## src/rtl/mem_bus_if_if.sv

```systemverilog
// External memory bus: a single valid/ready request channel with same-cycle read data.
interface mem_bus_if_if #(
    parameter int unsigned ADDR_WIDTH = 32
);
    logic                  mem_valid;
    logic                  mem_instr;
    logic [ADDR_WIDTH-1:0] mem_addr;
    logic [31:0]           mem_wdata;
    logic [3:0]            mem_wstrb;
    logic                  mem_ready;
    logic [31:0]           mem_rdata;

    modport master (
        output mem_valid, mem_instr, mem_addr, mem_wdata, mem_wstrb,
        input  mem_ready, mem_rdata
    );

    modport slave (
        input  mem_valid, mem_instr, mem_addr, mem_wdata, mem_wstrb,
        output mem_ready, mem_rdata
    );
endinterface

```

## src/rtl/mem_bus_if.sv

```systemverilog
// Memory stage: turns a control-FSM request into one bus transaction with alignment check,
// store lane steering and load extension. Optional bus timeout enabled by MEM_TIMEOUT_EN.
module mem_bus_if #(
    parameter int unsigned ADDR_WIDTH     = 32,
    parameter int unsigned TIMEOUT_CYCLES = 255
) (
    input  logic                  clk,
    input  logic                  reset,
    input  logic                  en_mem,
    input  logic [1:0]            W_R_mem,
    input  logic [1:0]            wordsize_mem,
    input  logic                  sign_mem,
    input  logic [ADDR_WIDTH-1:0] addr_in,
    input  logic [31:0]           wdata_in,
    output logic                  busy_mem,
    output logic                  done_mem,
    output logic                  aligned_mem,
    output logic [31:0]           inst_out,
    output logic [31:0]           rdata_out,
    mem_bus_if_if.master          bus
);

    typedef enum logic [1:0] {S_IDLE, S_REQ, S_DONE, S_ERR} state_t;

    localparam logic [1:0] SZ_BYTE = 2'b00;
    localparam logic [1:0] SZ_HALF = 2'b01;
    localparam logic [1:0] SZ_WORD = 2'b10;

    if (TIMEOUT_CYCLES == 0) begin : g_bad_timeout
        $error("TIMEOUT_CYCLES must be nonzero");
    end

`ifdef MEM_TIMEOUT_EN
    localparam int unsigned TMO_W = ($clog2(TIMEOUT_CYCLES + 1) > 8) ? $clog2(TIMEOUT_CYCLES + 1) : 8;
    logic [TMO_W-1:0] r_tmo, w_tmo_nxt;
`endif

    state_t                r_state, w_state_nxt;
    logic                  r_en_d;
    logic                  r_busy, w_busy_nxt;
    logic                  r_done, w_done_nxt;
    logic                  r_aligned, w_aligned_nxt;
    logic [31:0]           r_inst, w_inst_nxt;
    logic [31:0]           r_rdata, w_rdata_nxt;
    logic                  r_valid, w_valid_nxt;
    logic                  r_instr, w_instr_nxt;
    logic [ADDR_WIDTH-1:0] r_addr, w_addr_nxt;
    logic [31:0]           r_wdata, w_wdata_nxt;
    logic [3:0]            r_wstrb, w_wstrb_nxt;
    logic [1:0]            r_size, w_size_nxt;
    logic                  r_sign, w_sign_nxt;
    logic [1:0]            r_lo, w_lo_nxt;
    logic                  r_fetch, w_fetch_nxt;
    logic                  r_write, w_write_nxt;

    logic                  w_req;
    logic                  w_fetch;
    logic                  w_write;
    logic [1:0]            w_size_req;
    logic                  w_misal;
    logic [3:0]            w_wstrb_req;
    logic [31:0]           w_wdata_req;
    logic [7:0]            w_lane_b;
    logic [15:0]           w_lane_h;
    logic [31:0]           w_load;

    assign w_req      = en_mem & ~r_en_d;
    assign w_fetch    = (W_R_mem == 2'b11);
    assign w_write    = (W_R_mem == 2'b00);
    assign w_size_req = (w_fetch || wordsize_mem[1]) ? SZ_WORD : wordsize_mem;
    assign w_misal    = ((w_size_req == SZ_HALF) && addr_in[0]) ||
                        ((w_size_req == SZ_WORD) && (addr_in[1:0] != 2'b00));

    // Store lane steering from the live request
    always_comb begin
        w_wstrb_req = 4'h0;
        w_wdata_req = wdata_in;
        case (w_size_req)
            SZ_BYTE: begin
                w_wstrb_req = 4'b0001 << addr_in[1:0];
                w_wdata_req = {4{wdata_in[7:0]}};
            end
            SZ_HALF: begin
                w_wstrb_req = 4'b0011 << addr_in[1:0];
                w_wdata_req = {2{wdata_in[15:0]}};
            end
            default: w_wstrb_req = 4'hF;
        endcase
        if (!w_write) begin
            w_wstrb_req = 4'h0;
        end
    end

    // Load lane select and extension from the latched request
    always_comb begin
        w_lane_b = 8'(bus.mem_rdata >> {r_lo, 3'b000});
        w_lane_h = r_lo[1] ? bus.mem_rdata[31:16] : bus.mem_rdata[15:0];
        case (r_size)
            SZ_BYTE: w_load = {{24{r_sign & w_lane_b[7]}}, w_lane_b};
            SZ_HALF: w_load = {{16{r_sign & w_lane_h[15]}}, w_lane_h};
            default: w_load = bus.mem_rdata;
        endcase
    end

    always_comb begin
        w_state_nxt   = r_state;
        w_busy_nxt    = r_busy;
        w_done_nxt    = 1'b0;
        w_aligned_nxt = r_aligned;
        w_inst_nxt    = r_inst;
        w_rdata_nxt   = r_rdata;
        w_valid_nxt   = r_valid;
        w_instr_nxt   = r_instr;
        w_addr_nxt    = r_addr;
        w_wdata_nxt   = r_wdata;
        w_wstrb_nxt   = r_wstrb;
        w_size_nxt    = r_size;
        w_sign_nxt    = r_sign;
        w_lo_nxt      = r_lo;
        w_fetch_nxt   = r_fetch;
        w_write_nxt   = r_write;
`ifdef MEM_TIMEOUT_EN
        w_tmo_nxt     = r_tmo;
`endif
        case (r_state)
            S_IDLE: begin
                if (w_req) begin
                    w_size_nxt  = w_size_req;
                    w_sign_nxt  = sign_mem;
                    w_lo_nxt    = addr_in[1:0];
                    w_fetch_nxt = w_fetch;
                    w_write_nxt = w_write;
                    if (w_misal) begin
                        w_state_nxt   = S_ERR;
                        w_aligned_nxt = 1'b0;
                    end else begin
                        w_state_nxt = S_REQ;
                        w_busy_nxt  = 1'b1;
                        w_valid_nxt = 1'b1;
                        w_instr_nxt = w_fetch;
                        w_addr_nxt  = {addr_in[ADDR_WIDTH-1:2], 2'b00};
                        w_wdata_nxt = w_wdata_req;
                        w_wstrb_nxt = w_wstrb_req;
`ifdef MEM_TIMEOUT_EN
                        w_tmo_nxt   = '0;
`endif
                    end
                end
            end
            S_REQ: begin
                if (bus.mem_ready) begin
                    w_state_nxt = S_DONE;
                    w_valid_nxt = 1'b0;
                    w_done_nxt  = 1'b1;
                    if (r_fetch) begin
                        w_inst_nxt = bus.mem_rdata;
                    end else if (!r_write) begin
                        w_rdata_nxt = w_load;
                    end
                end
`ifdef MEM_TIMEOUT_EN
                else if (r_tmo == TMO_W'(TIMEOUT_CYCLES - 1)) begin
                    w_state_nxt   = S_ERR;
                    w_valid_nxt   = 1'b0;
                    w_busy_nxt    = 1'b0;
                    w_aligned_nxt = 1'b0;
                end else begin
                    w_tmo_nxt = r_tmo + TMO_W'(1);
                end
`endif
            end
            S_DONE: begin
                w_state_nxt = S_IDLE;
                w_busy_nxt  = 1'b0;
            end
            S_ERR: begin
                w_state_nxt = S_ERR;
            end
            default: w_state_nxt = S_IDLE;
        endcase
    end

    always_ff @(posedge clk or negedge reset) begin
        if (!reset) begin
            r_state   <= S_IDLE;
            r_en_d    <= 1'b0;
            r_busy    <= 1'b0;
            r_done    <= 1'b0;
            r_aligned <= 1'b1;
            r_inst    <= '0;
            r_rdata   <= '0;
            r_valid   <= 1'b0;
            r_instr   <= 1'b0;
            r_addr    <= '0;
            r_wdata   <= '0;
            r_wstrb   <= '0;
            r_size    <= SZ_BYTE;
            r_sign    <= 1'b0;
            r_lo      <= '0;
            r_fetch   <= 1'b0;
            r_write   <= 1'b0;
`ifdef MEM_TIMEOUT_EN
            r_tmo     <= '0;
`endif
        end else begin
            r_state   <= w_state_nxt;
            r_en_d    <= en_mem;
            r_busy    <= w_busy_nxt;
            r_done    <= w_done_nxt;
            r_aligned <= w_aligned_nxt;
            r_inst    <= w_inst_nxt;
            r_rdata   <= w_rdata_nxt;
            r_valid   <= w_valid_nxt;
            r_instr   <= w_instr_nxt;
            r_addr    <= w_addr_nxt;
            r_wdata   <= w_wdata_nxt;
            r_wstrb   <= w_wstrb_nxt;
            r_size    <= w_size_nxt;
            r_sign    <= w_sign_nxt;
            r_lo      <= w_lo_nxt;
            r_fetch   <= w_fetch_nxt;
            r_write   <= w_write_nxt;
`ifdef MEM_TIMEOUT_EN
            r_tmo     <= w_tmo_nxt;
`endif
        end
    end

    assign busy_mem      = r_busy;
    assign done_mem      = r_done;
    assign aligned_mem   = r_aligned;
    assign inst_out      = r_inst;
    assign rdata_out     = r_rdata;
    assign bus.mem_valid = r_valid;
    assign bus.mem_instr = r_instr;
    assign bus.mem_addr  = r_addr;
    assign bus.mem_wdata = r_wdata;
    assign bus.mem_wstrb = r_wstrb;

endmodule

```

## src/flat_wrapper.sv

```systemverilog
// flat-port wrapper written by rule: the top's interface ports become plain ports
module mem_bus_if_flat 
#(
    parameter int unsigned ADDR_WIDTH     = 32,
    parameter int unsigned TIMEOUT_CYCLES = 255
)
  (clk, reset, en_mem, W_R_mem, wordsize_mem, sign_mem, addr_in, wdata_in, busy_mem, done_mem, aligned_mem, inst_out, rdata_out, bus_mem_valid, bus_mem_instr, bus_mem_addr, bus_mem_wdata, bus_mem_wstrb, bus_mem_ready, bus_mem_rdata);
  mem_bus_if_if #(.ADDR_WIDTH(ADDR_WIDTH)) bus_i ();
  input  logic clk;
  input  logic reset;
  input  logic en_mem;
  input  logic [1:0] W_R_mem;
  input  logic [1:0] wordsize_mem;
  input  logic sign_mem;
  input  logic [ADDR_WIDTH-1:0] addr_in;
  input  logic [31:0] wdata_in;
  output logic busy_mem;
  output logic done_mem;
  output logic aligned_mem;
  output logic [31:0] inst_out;
  output logic [31:0] rdata_out;
  output wire logic [$bits(bus_i.mem_valid)-1:0] bus_mem_valid;
  output wire logic [$bits(bus_i.mem_instr)-1:0] bus_mem_instr;
  output wire logic [$bits(bus_i.mem_addr)-1:0] bus_mem_addr;
  output wire logic [$bits(bus_i.mem_wdata)-1:0] bus_mem_wdata;
  output wire logic [$bits(bus_i.mem_wstrb)-1:0] bus_mem_wstrb;
  input wire logic [$bits(bus_i.mem_ready)-1:0] bus_mem_ready;
  input wire logic [$bits(bus_i.mem_rdata)-1:0] bus_mem_rdata;
  assign bus_mem_valid = bus_i.mem_valid;
  assign bus_mem_instr = bus_i.mem_instr;
  assign bus_mem_addr = bus_i.mem_addr;
  assign bus_mem_wdata = bus_i.mem_wdata;
  assign bus_mem_wstrb = bus_i.mem_wstrb;
  assign bus_i.mem_ready = bus_mem_ready;
  assign bus_i.mem_rdata = bus_mem_rdata;
  mem_bus_if #(.ADDR_WIDTH(ADDR_WIDTH), .TIMEOUT_CYCLES(TIMEOUT_CYCLES)) u_core (.clk(clk), .reset(reset), .en_mem(en_mem), .W_R_mem(W_R_mem), .wordsize_mem(wordsize_mem), .sign_mem(sign_mem), .addr_in(addr_in), .wdata_in(wdata_in), .busy_mem(busy_mem), .done_mem(done_mem), .aligned_mem(aligned_mem), .inst_out(inst_out), .rdata_out(rdata_out), .bus(bus_i));
endmodule
```

## config.mk

```make
export PLATFORM = sky130hd
export DESIGN_NAME = mem_bus_if_flat
export DESIGN_NICKNAME = d
export VERILOG_FILES = /design/src/rtl/mem_bus_if_if.sv /design/src/rtl/mem_bus_if.sv /design/src/flat_wrapper.sv
export SDC_FILE = /design/constraint.sdc
export NUM_CORES = 1
export LEC_CHECK = 0
export BUFFER_PORTS_ARGS = -buffer_cell sky130_fd_sc_hd__buf_2
export CORE_ASPECT_RATIO = 1.75
export CORE_MARGIN = 5
export CORE_UTILIZATION = 55
export CTS_BUF_LIST = sky130_fd_sc_hd__clkbuf_4 sky130_fd_sc_hd__clkbuf_8
export CTS_CLUSTER_DIAMETER = 200
export CTS_CLUSTER_SIZE = 30
export DETAILED_ROUTE_END_ITERATION = 10
export GPL_ROUTABILITY_DRIVEN = 0
export PLACE_DENSITY = 0.95
export SLEW_MARGIN = 20
export SYNTH_ARGS = -nofsm -noshare
export SYNTH_HDL_FRONTEND = slang
export SYNTH_SLANG_ARGS = --single-unit
```

## constraint.sdc

```tcl
create_clock -name clk -period 3.3 [get_ports clk]
set_input_delay 0.66 -clock clk [delete_from_list [all_inputs] [get_ports clk]]
set_output_delay 0.66 -clock clk [all_outputs]
set_load 0.02 [all_outputs]
```

==> results of run 1 <==
## final timing paths
| check | end | start | depth (start not counted) | slack [ns] |
|---|---|---|---|---|
| hold / removal | u_core.inst_out[27]$_DFFE_PN0P_ | reset | 1 | 0.21 |
| hold reg to reg | u_core.aligned_mem$_DFFE_PN1P_ | u_core.aligned_mem$_DFFE_PN1P_ | 1 | 0.47 |
| setup / recovery | u_core.bus.mem_wdata[7]$_DFFE_PN0P_ | u_core.r_state[0]$_DFFE_PN0P_ | 6 | 1.06 |
| max in group asynchronous | u_core.aligned_mem$_DFFE_PN1P_ | reset | 2 | 2.24 |
| setup reg to reg | u_core.bus.mem_wdata[7]$_DFFE_PN0P_ | u_core.r_state[0]$_DFFE_PN0P_ | 6 | 1.06 |
| min in group clk | u_core.r_en_d$_DFF_PN0_ | en_mem | 1 | 0.38 |
## power by group through the flow
stage          registers [mW]  logic (mW)  clock network, mW
2_1_floorplan            3.94        1.44                  0
3_3_place_gp             3.07        3.47                  0
3_5_place_dp             3.12        3.61                  0
4_1_cts                  3.10        3.62               1.45
5_1_grt                  3.21        3.85               1.53
6_report                 3.11        3.59               1.42
## logic make-up after synthesis
group / count (synthesis) / share of synthesized area
xor+xnor: 1 / 0.00134
flops: 145 / 0.555
buf+inv: 45 / 0.0360
other cells: 1 / 0.000573
simple gates: 151 / 0.112
compound gates: 95 / 0.0859
fa+ha+maj: 4 / 0.00765
mux: 112 / 0.202
## stage by stage
stage	cells	util	worst slack, ns	power, mW	hold WS [ns]
finish	931	0.705	1.06	8.12	0.214
global placement	899	0.671	1.15	6.54	0.455
global route	931	0.705	0.916	8.59	0.234
CTS	931	0.705	1.09	8.17	0.226
detailed placement	899	0.671	1.11	6.73	0.465
floorplan	555	-	1.52	5.38	0.364
## registers in the layout, summed over array words and instances (netlist names)
register              count
u_core.aligned_mem        1
u_core.bus.mem_addr      30
u_core.bus.mem_instr      1
u_core.bus.mem_valid      1
u_core.bus.mem_wdata     32
u_core.bus.mem_wstrb      4
u_core.busy_mem           1
u_core.done_mem           1
u_core.inst_out          32
u_core.r_en_d             1
u_core.r_fetch            1
u_core.r_lo               2
u_core.r_sign             1
u_core.r_size             2
u_core.r_state            2
u_core.r_write            1
u_core.rdata_out         32
## synthesized netlist by cell type, types with 2 or more instances
master | number | area [um^2]
sky130_fd_sc_hd__buf_2 | 17 | 85.1
sky130_fd_sc_hd__o21ai_0 | 52 | 260
sky130_fd_sc_hd__mux2i_1 | 27 | 270
sky130_fd_sc_hd__nor2_1 | 6 | 22.5
sky130_fd_sc_hd__nand2_1 | 73 | 274
sky130_fd_sc_hd__buf_6 | 4 | 45.0
sky130_fd_sc_hd__nor3b_1 | 7 | 52.6
sky130_fd_sc_hd__a22o_1 | 2 | 17.5
sky130_fd_sc_hd__dfrtp_1 | 144 | 3600
sky130_fd_sc_hd__nor2b_1 | 4 | 25.0
sky130_fd_sc_hd__nand3_1 | 39 | 195
sky130_fd_sc_hd__nor3_1 | 3 | 15.0
sky130_fd_sc_hd__o21bai_1 | 2 | 15.0
sky130_fd_sc_hd__nand2b_1 | 3 | 18.8
sky130_fd_sc_hd__a32o_1 | 2 | 20.0
sky130_fd_sc_hd__buf_4 | 4 | 30.0
sky130_fd_sc_hd__mux2_2 | 60 | 676
sky130_fd_sc_hd__a21oi_1 | 18 | 90.1
sky130_fd_sc_hd__ha_1 | 4 | 50.1
sky130_fd_sc_hd__mux2_4 | 25 | 375
sky130_fd_sc_hd__a21o_1 | 3 | 22.5
sky130_fd_sc_hd__o211ai_1 | 6 | 45.0
sky130_fd_sc_hd__nand3b_1 | 9 | 67.6
sky130_fd_sc_hd__clkbuf_1 | 14 | 52.6
sky130_fd_sc_hd__inv_1 | 6 | 22.5
## layout make-up
cell class	count	area, um^2
Multi-Input combinational cell	365	2690
Timing Repair Buffer	248	1290
Inverter	6	22.5
Clock inverter	13	154
Clock buffer	19	249
Fill cell	847	3430
Sequential cell	145	3630
Tap cell	135	169
## per-layer routing
metal	track usage	vias up	routed length [um]	share of wire
met1	0.273	2572	6090	0.33
met4	0.137	0	854	0.046
li1	-	2404	-	-
met2	0.479	306	9950	0.54
met3	0.0705	55	1540	0.084
met5	0	-	0	0
==> impl_metrics.prom, run 1 <==
# TYPE chip_impl_metric gauge
chip_impl_metric{name="detail_route.drc_violations",unit=""} 0
chip_impl_metric{name="cts_htree_levels",unit=""} 4
chip_impl_info{name="tritoncts",value="done"} 1
chip_impl_metric{name="finalSetupViolCount",unit=""} 0
chip_impl_metric{name="worstPathBufferInverterCount",unit=""} 2
chip_impl_metric{name="boundaryPins",unit=""} 242
chip_impl_metric{name="wirelength",unit="um"} 18400
chip_impl_metric{name="area.growth.synth_to_final",unit="%"} 25.6
chip_impl_metric{name="power.density",unit="nW/um^2"} 988
chip_impl_metric{name="layout_min_cycle_time",unit="ns"} 2.24
chip_impl_metric{name="cts-hold-fix-buffers",unit=""} 0
chip_impl_metric{name="p_switching",unit="mW"} 3.40
chip_impl_metric{name="die_area",unit="um^2"} 14300
chip_impl_info{name="synth-main-ff-cell",value="sky130_fd_sc_hd__dfrtp_1"} 1
chip_impl_metric{name="p_leak",unit="nW"} 4.26
chip_impl_metric{name="ys_ff_latch",unit=""} 145
chip_impl_info{name="cts.root.buffer_cell",value="sky130_fd_sc_hd__clkbuf_8"} 1
chip_impl_metric{name="avgRoutedWirePerCell",unit="um"} 19.8
chip_impl_metric{name="yosysUniqueCellTypes",unit=""} 45
chip_impl_metric{name="power.internal",unit="mW"} 4.71
chip_impl_metric{name="grt_pass1_wl",unit="um"} 29400
chip_impl_metric{name="global_route.overflow_total",unit=""} 0
chip_impl_metric{name="power.ir.vdd_worst",unit="uV"} 632
chip_impl_metric{name="synth_seq_area_share",unit=""} 0.555
chip_impl_metric{name="syn-cell-area",unit="um^2"} 6540
chip_impl_metric{name="antenna_cells",unit=""} 0
chip_impl_metric{name="cts.sinks",unit=""} 145
chip_impl_metric{name="place.port_buffers",unit=""} 239
chip_impl_metric{name="initial_utilization",unit=""} 0.562
chip_impl_info{name="path_cells",value="inv_1 -> ha_1 -> nand3b_2 -> o21bai_4 -> buf_12 -> mux2_2"} 1
chip_impl_metric{name="syn_area_per_cell",unit="um^2"} 11.8
chip_impl_metric{name="hold_viol_final",unit=""} 0
chip_impl_metric{name="grt_antenna_before_repair",unit=""} 0
chip_impl_metric{name="power_frac_seq",unit=""} 0.383
chip_impl_metric{name="chipWidth",unit="um"} 92.4
chip_impl_metric{name="fin_setup_tns",unit="ns"} 0
chip_impl_metric{name="clk_pin_slew_worst_paths",unit="ns"} 0.09
chip_impl_metric{name="cts_made_buffers",unit=""} 17
chip_impl_info{name="outcome",value="finished, final reports clean"} 1
chip_impl_metric{name="layout-drive-gt1-share",unit=""} 0.471
chip_impl_metric{name="synth_edf_count",unit=""} 0
chip_impl_metric{name="worst-slew-pin-transition",unit="ns"} 0.818
chip_impl_metric{name="yosys_warnings",unit=""} 0
chip_impl_metric{name="min_period_over_period",unit=""} 0.680
chip_impl_metric{name="vias_in_the_first_global_route",unit=""} 5669
chip_impl_metric{name="grt_max_degree",unit=""} 95
chip_impl_metric{name="worst-endpoint-arrival",unit="ns"} 2.56
chip_impl_metric{name="postSynthCellCount",unit=""} 554
chip_impl_info{name="cell_with_the_largest_stage_delay_on_the_worst_path",value="sky130_fd_sc_hd__dfrtp_1"} 1
chip_impl_metric{name="num_rows",unit=""} 52
chip_impl_info{name="min-delay-path-class",value="input pin to async pin"} 1
chip_impl_metric{name="finalClockSkew",unit="ns"} 0.0125
chip_impl_metric{name="dpl-instance-area",unit="um^2"} 7810
chip_impl_metric{name="maxCapViolCount",unit=""} 0
chip_impl_metric{name="critical_path_required",unit="ns"} 3.62
chip_impl_metric{name="total_setup_buffers_inserted_after_cts",unit=""} 0
chip_impl_metric{name="clock_power_share",unit=""} 0.175
chip_impl_metric{name="logic_gate_share_of_total_power",unit=""} 0.442
chip_impl_metric{name="firstDrtPassIters",unit=""} 8
chip_impl_metric{name="dpl.hpwl",unit="um"} 14000
chip_impl_metric{name="maxClockFrequency",unit="MHz"} 446
chip_impl_metric{name="drt_iter0_markers",unit=""} 245
chip_impl_metric{name="die_h",unit="um"} 154
chip_impl_info{name="layout.cells.most_common",value="sky130_fd_sc_hd__buf_2"} 1
chip_impl_info{name="cp-end-kind",value="register"} 1
chip_impl_metric{name="async_reset_ff_frac",unit=""} 1.00
chip_impl_metric{name="cts_buffer_depth",unit=""} 2
chip_impl_metric{name="postCtsResizedCells",unit=""} 0
chip_impl_info{name="timing.critical_path.from_type",value="register"} 1
chip_impl_metric{name="gr_util_all_layers",unit=""} 0.264
chip_impl_info{name="layout.cells.most_common_list",value="sky130_fd_sc_hd__buf_2, sky130_fd_sc_hd__dfrtp_1, sky130_fd_sc_hd__nand2_1"} 1
chip_impl_info{name="worstSetupPathType",value="register to register"} 1
chip_impl_metric{name="coreArea",unit="um^2"} 11600
chip_impl_metric{name="finalInstanceArea",unit="um^2"} 8210
chip_impl_metric{name="max_stage_delay",unit="ns"} 0.41
chip_impl_metric{name="slew_headroom",unit=""} 0.453
chip_impl_info{name="grt_setup_unrepaired",value="false"} 1
chip_impl_metric{name="timing.critical_path.fanout_max",unit=""} 94
chip_impl_metric{name="via_count",unit=""} 5337
chip_impl_metric{name="max_slew_violations",unit=""} 0
chip_impl_metric{name="postRouteAntennaNets",unit=""} 0
chip_impl_metric{name="p_sw_frac",unit=""} 0.419
chip_impl_metric{name="via_count_normalized_by_instance_count",unit=""} 5.73
chip_impl_info{name="timing.critical_path.max_delay_family",value="buffers and inverters"} 1
chip_impl_metric{name="finish.net_count",unit=""} 892
chip_impl_metric{name="clock_latency",unit="ns"} 0.43
Power figures use the tool's default switching activity.
==> run 2, diff against run 1 <==
--- a/config.mk
+++ b/config.mk
@@ -5,16 +5,17 @@
 export SDC_FILE = /design/constraint.sdc
 export NUM_CORES = 1
 export LEC_CHECK = 0
+export ABC_AREA = 1
 export BUFFER_PORTS_ARGS = -buffer_cell sky130_fd_sc_hd__buf_2
 export CORE_ASPECT_RATIO = 1.75
 export CORE_MARGIN = 5
-export CORE_UTILIZATION = 55
+export CORE_UTILIZATION = 51
 export CTS_BUF_LIST = sky130_fd_sc_hd__clkbuf_4 sky130_fd_sc_hd__clkbuf_8
 export CTS_CLUSTER_DIAMETER = 200
 export CTS_CLUSTER_SIZE = 30
 export DETAILED_ROUTE_END_ITERATION = 10
 export GPL_ROUTABILITY_DRIVEN = 0
-export PLACE_DENSITY = 0.95
+export PLACE_DENSITY = 0.93
 export SLEW_MARGIN = 20
 export SYNTH_ARGS = -nofsm -noshare
 export SYNTH_HDL_FRONTEND = slang
==> constraint.sdc (replaced) <==
create_clock -name clk -period 2.12 [get_ports clk]
set_input_delay 0.424 -clock clk [delete_from_list [all_inputs] [get_ports clk]]
set_output_delay 0.424 -clock clk [all_outputs]
set_load 0.02 [all_outputs]
==> impl_metrics.prom, run 2 <==
# TYPE chip_impl_metric gauge
chip_impl_metric{name="initial_utilization",unit=""} 0.513
chip_impl_info{name="layout.cells.most_common_list",value="sky130_fd_sc_hd__nand2_1, sky130_fd_sc_hd__buf_2, sky130_fd_sc_hd__dfrtp_1"} 1
chip_impl_metric{name="timing.critical_path.fanout_max",unit=""} 12
chip_impl_metric{name="ys_ff_latch",unit=""} 145
chip_impl_metric{name="finish.net_count",unit=""} 1132
chip_impl_metric{name="finalClockSkew",unit="ns"} 0.0107
chip_impl_info{name="cell_with_the_largest_stage_delay_on_the_worst_path",value="sky130_fd_sc_hd__dfrtp_1"} 1
chip_impl_metric{name="via_count_normalized_by_instance_count",unit=""} 5.17
chip_impl_metric{name="gr_util_all_layers",unit=""} 0.255
chip_impl_info{name="synth-main-ff-cell",value="sky130_fd_sc_hd__dfrtp_1"} 1
chip_impl_info{name="tritoncts",value="done"} 1
chip_impl_info{name="timing.critical_path.max_delay_family",value="simple AND/OR/NAND/NOR gates"} 1
chip_impl_metric{name="antenna_cells",unit=""} 0
chip_impl_info{name="grt_setup_unrepaired",value="false"} 1
chip_impl_metric{name="syn-cell-area",unit="um^2"} 6560
chip_impl_metric{name="grt_antenna_before_repair",unit=""} 0
chip_impl_metric{name="detail_route.drc_violations",unit=""} 0
chip_impl_metric{name="cts_htree_levels",unit=""} 4
chip_impl_metric{name="max_stage_delay",unit="ns"} 0.44
chip_impl_metric{name="p_leak",unit="nW"} 4.74
chip_impl_metric{name="drt_iter0_markers",unit=""} 397
chip_impl_metric{name="die_h",unit="um"} 160
chip_impl_metric{name="footprint_of_the_multi_input_gates",unit="um^2"} 2500
chip_impl_metric{name="min_period_over_period",unit=""} 0.877
chip_impl_info{name="layout.cells.most_common",value="sky130_fd_sc_hd__nand2_1"} 1
chip_impl_metric{name="worstPathBufferInverterCount",unit=""} 3
chip_impl_info{name="worstSetupPathType",value="register to register"} 1
chip_impl_metric{name="wirelength",unit="um"} 19100
chip_impl_info{name="synth.area.top_cells",value="sky130_fd_sc_hd__dfrtp_1, sky130_fd_sc_hd__nand2_1, sky130_fd_sc_hd__o21ai_0"} 1
chip_impl_metric{name="final.fill_count",unit=""} 1038
chip_impl_info{name="cts.root.buffer_cell",value="sky130_fd_sc_hd__clkbuf_8"} 1
chip_impl_metric{name="syn_area_per_cell",unit="um^2"} 8.36
chip_impl_metric{name="fin_setup_tns",unit="ns"} 0
chip_impl_info{name="post-synth-top-count-cell",value="sky130_fd_sc_hd__nand2_1"} 1
chip_impl_metric{name="global_route.overflow_total",unit=""} 0
chip_impl_metric{name="vias_in_the_first_global_route",unit=""} 6233
chip_impl_info{name="path_cells",value="inv_1 -> ha_1 -> inv_1 -> nor2_1 -> buf_4 -> nand2_1 -> nor2_1 -> o21ai_0 -> nand2_1"} 1
chip_impl_metric{name="postRouteAntennaNets",unit=""} 0
chip_impl_metric{name="layout-drive-gt1-share",unit=""} 0.314
chip_impl_metric{name="firstDrtPassIters",unit=""} 5
chip_impl_info{name="outcome",value="finished, final reports clean"} 1
chip_impl_metric{name="cts_buffer_depth",unit=""} 2
chip_impl_metric{name="synth_seq_area_share",unit=""} 0.553
chip_impl_metric{name="maxClockFrequency",unit="MHz"} 538
chip_impl_metric{name="max_slew_violations",unit=""} 0
chip_impl_metric{name="area.growth.synth_to_final",unit="%"} 27.5
chip_impl_metric{name="postSynthCellCount",unit=""} 785
chip_impl_metric{name="synthXorXnorAreaFrac",unit=""} 0
chip_impl_metric{name="via_count",unit=""} 6234
chip_impl_metric{name="dr_wl_met2",unit="um"} 10200
chip_impl_metric{name="power.density",unit="nW/um^2"} 1530
chip_impl_metric{name="hold_viol_final",unit=""} 0
chip_impl_metric{name="synth_compound_area_frac",unit=""} 0.111
chip_impl_metric{name="cp_num_cells",unit=""} 9
chip_impl_info{name="yosys.area.top_type",value="sky130_fd_sc_hd__dfrtp_1"} 1
chip_impl_info{name="r2r_start",value="u_core.r_state[1]$_DFFE_PN0P_"} 1
chip_impl_metric{name="cts_made_buffers",unit=""} 17
chip_impl_metric{name="post_synth_fa_ha_maj_area_fraction",unit=""} 0.00763
chip_impl_info{name="synth_top_family_by_area",value="simple AND/OR/NAND/NOR gates"} 1
chip_impl_metric{name="chipWidth",unit="um"} 95.7
chip_impl_metric{name="worst-endpoint-arrival",unit="ns"} 2.23
chip_impl_info{name="top_layer",value="met4"} 1
chip_impl_metric{name="dpl.hpwl",unit="um"} 14400
chip_impl_metric{name="yosys_warnings",unit=""} 0
chip_impl_metric{name="met3_length",unit="um"} 1270
chip_impl_metric{name="grt_max_degree",unit=""} 55
chip_impl_metric{name="synth_simple_gate_area_share",unit=""} 0.234
chip_impl_metric{name="clk_pin_slew_worst_paths",unit="ns"} 0.08
chip_impl_metric{name="r2r_cells",unit=""} 9
chip_impl_metric{name="grt_pass1_wl",unit="um"} 30700
chip_impl_info{name="critPathLaunch",value="u_core.r_state[1]$_DFFE_PN0P_"} 1
chip_impl_metric{name="worst-slew-pin-transition",unit="ns"} 0.791
chip_impl_metric{name="place.port_buffers",unit=""} 239
chip_impl_metric{name="power.ir.vdd_worst",unit="uV"} 774
chip_impl_metric{name="num_rows",unit=""} 55
chip_impl_info{name="crit_path_end",value="u_core.bus.mem_wstrb[0]$_DFFE_PN0P_"} 1
chip_impl_metric{name="drt-met1-wl",unit="um"} 6830
chip_impl_info{name="worst_r2r_endpoint",value="u_core.bus.mem_wstrb[0]$_DFFE_PN0P_"} 1
chip_impl_metric{name="slew_headroom",unit=""} 0.471
chip_impl_metric{name="avgRoutedWirePerCell",unit="um"} 15.8
chip_impl_metric{name="muxShareOfSynthArea",unit=""} 0.0275
chip_impl_metric{name="yosysUniqueCellTypes",unit=""} 30
chip_impl_metric{name="async_reset_ff_frac",unit=""} 1.00
chip_impl_metric{name="maxCapViolCount",unit=""} 0
chip_impl_info{name="timing.critical_path.from_type",value="register"} 1
chip_impl_metric{name="die_area",unit="um^2"} 15300
chip_impl_info{name="cp-end-kind",value="register"} 1
chip_impl_metric{name="ff_latch_area",unit="um^2"} 3630
chip_impl_metric{name="rrSetupSlack",unit="ns"} 0.26
chip_impl_metric{name="boundaryPins",unit=""} 242
chip_impl_info{name="min-delay-path-class",value="input pin to register"} 1
chip_impl_info{name="synthTopCellsByCount",value="sky130_fd_sc_hd__nand2_1, sky130_fd_sc_hd__dfrtp_1, sky130_fd_sc_hd__o21ai_0, sky130_fd_sc_hd__inv_1, sky130_fd_sc_hd__a21oi_1"} 1
chip_impl_metric{name="cts.sinks",unit=""} 145
chip_impl_metric{name="synth_top_area_share",unit=""} 0.549
chip_impl_metric{name="clock_latency",unit="ns"} 0.42
chip_impl_metric{name="synth_edf_count",unit=""} 0
chip_impl_metric{name="finalSetupViolCount",unit=""} 0
chip_impl_metric{name="totalPowerFinal",unit="mW"} 12.8
chip_impl_metric{name="coreArea",unit="um^2"} 12800
chip_impl_metric{name="critical_path_required",unit="ns"} 2.49
chip_impl_metric{name="layout_min_cycle_time",unit="ns"} 1.86
-- run 2: cell count changes after synthesis, sizes merged, moves of 28 or more --
cell,change
nand2,+259
mux2,-69
inv,+47
a21oi,+32
o21ai,+30
nor2,+28
-- run 2: repair_timing --
action | in CTS | in global routing
buffers inserted | 0 | 0
hold buffers | 1 | 0
hold endpoints to repair | 39 | 0
gates resized for setup | 0 | 0
-- run 2: report_power, final --
part | total, mW | leakage, nW | internal, mW | switching, mW
clock | 2.19 | 0.189 | 1.09 | 1.10
combinational | 5.84 | 2.74 | 1.94 | 3.90
sequential | 4.76 | 1.81 | 4.04 | 0.720
-- run 2: through the flow --
| stage | std cells | utilization | cell area, um^2 | hold slack, ns | setup WS [ns] |
|---|---|---|---|---|---|
| floorplan | 786 | - | 6570 | 0.128 | 0.545 |
| global placement | 1174 | 0.622 | 7960 | 0.375 | 0.312 |
| detailed placement | 1174 | 0.622 | 7960 | 0.375 | 0.254 |
| CTS | 1206 | 0.653 | 8360 | 0.110 | 0.289 |
| global route | 1206 | 0.653 | 8360 | 0.125 | 0.0785 |
| finish | 1206 | 0.653 | 8360 | 0.145 | 0.261 |
-- run 2: worst min path at each step --
stage,cells after the start,endpoint,start
5_1_grt,1,u_core.r_en_d$_DFF_PN0_,en_mem
4_1_cts,1,u_core.r_en_d$_DFF_PN0_,en_mem
6_report,1,u_core.r_en_d$_DFF_PN0_,en_mem
3_3_place_gp,1,u_core.inst_out[17]$_DFFE_PN0P_,reset
3_5_place_dp,1,u_core.rdata_out[4]$_DFFE_PN0P_,reset
2_1_floorplan,0,u_core.bus.mem_addr[10]$_DFFE_PN0P_,reset
-- run 2: kinds of logic after synthesis --
logic type | Yosys count
adders and majority gates | 4
muxes | 16
DFF | 145
AOI/OAI and AO/OA | 137
other | 1
buffers and inverters | 95
and+or+nand+nor | 387
-- run 2: final cells by class --
cell class / instances / area share
clock buffer: 18 / 0.0296
clock inverter: 13 / 0.0181
inverter: 54 / 0.0244
multi-input combinational: 546 / 0.299
sequential: 145 / 0.434
tap: 171 / 0.0256
timing repair buffer: 259 / 0.169
-- run 2: routing by layer --
layer | up-vias | global-route usage
met2 | 314 | 0.452
met5 | - | 0
met1 | 2929 | 0.289
li1 | 2939 | -
met4 | 0 | 0.122
met3 | 52 | 0.0438
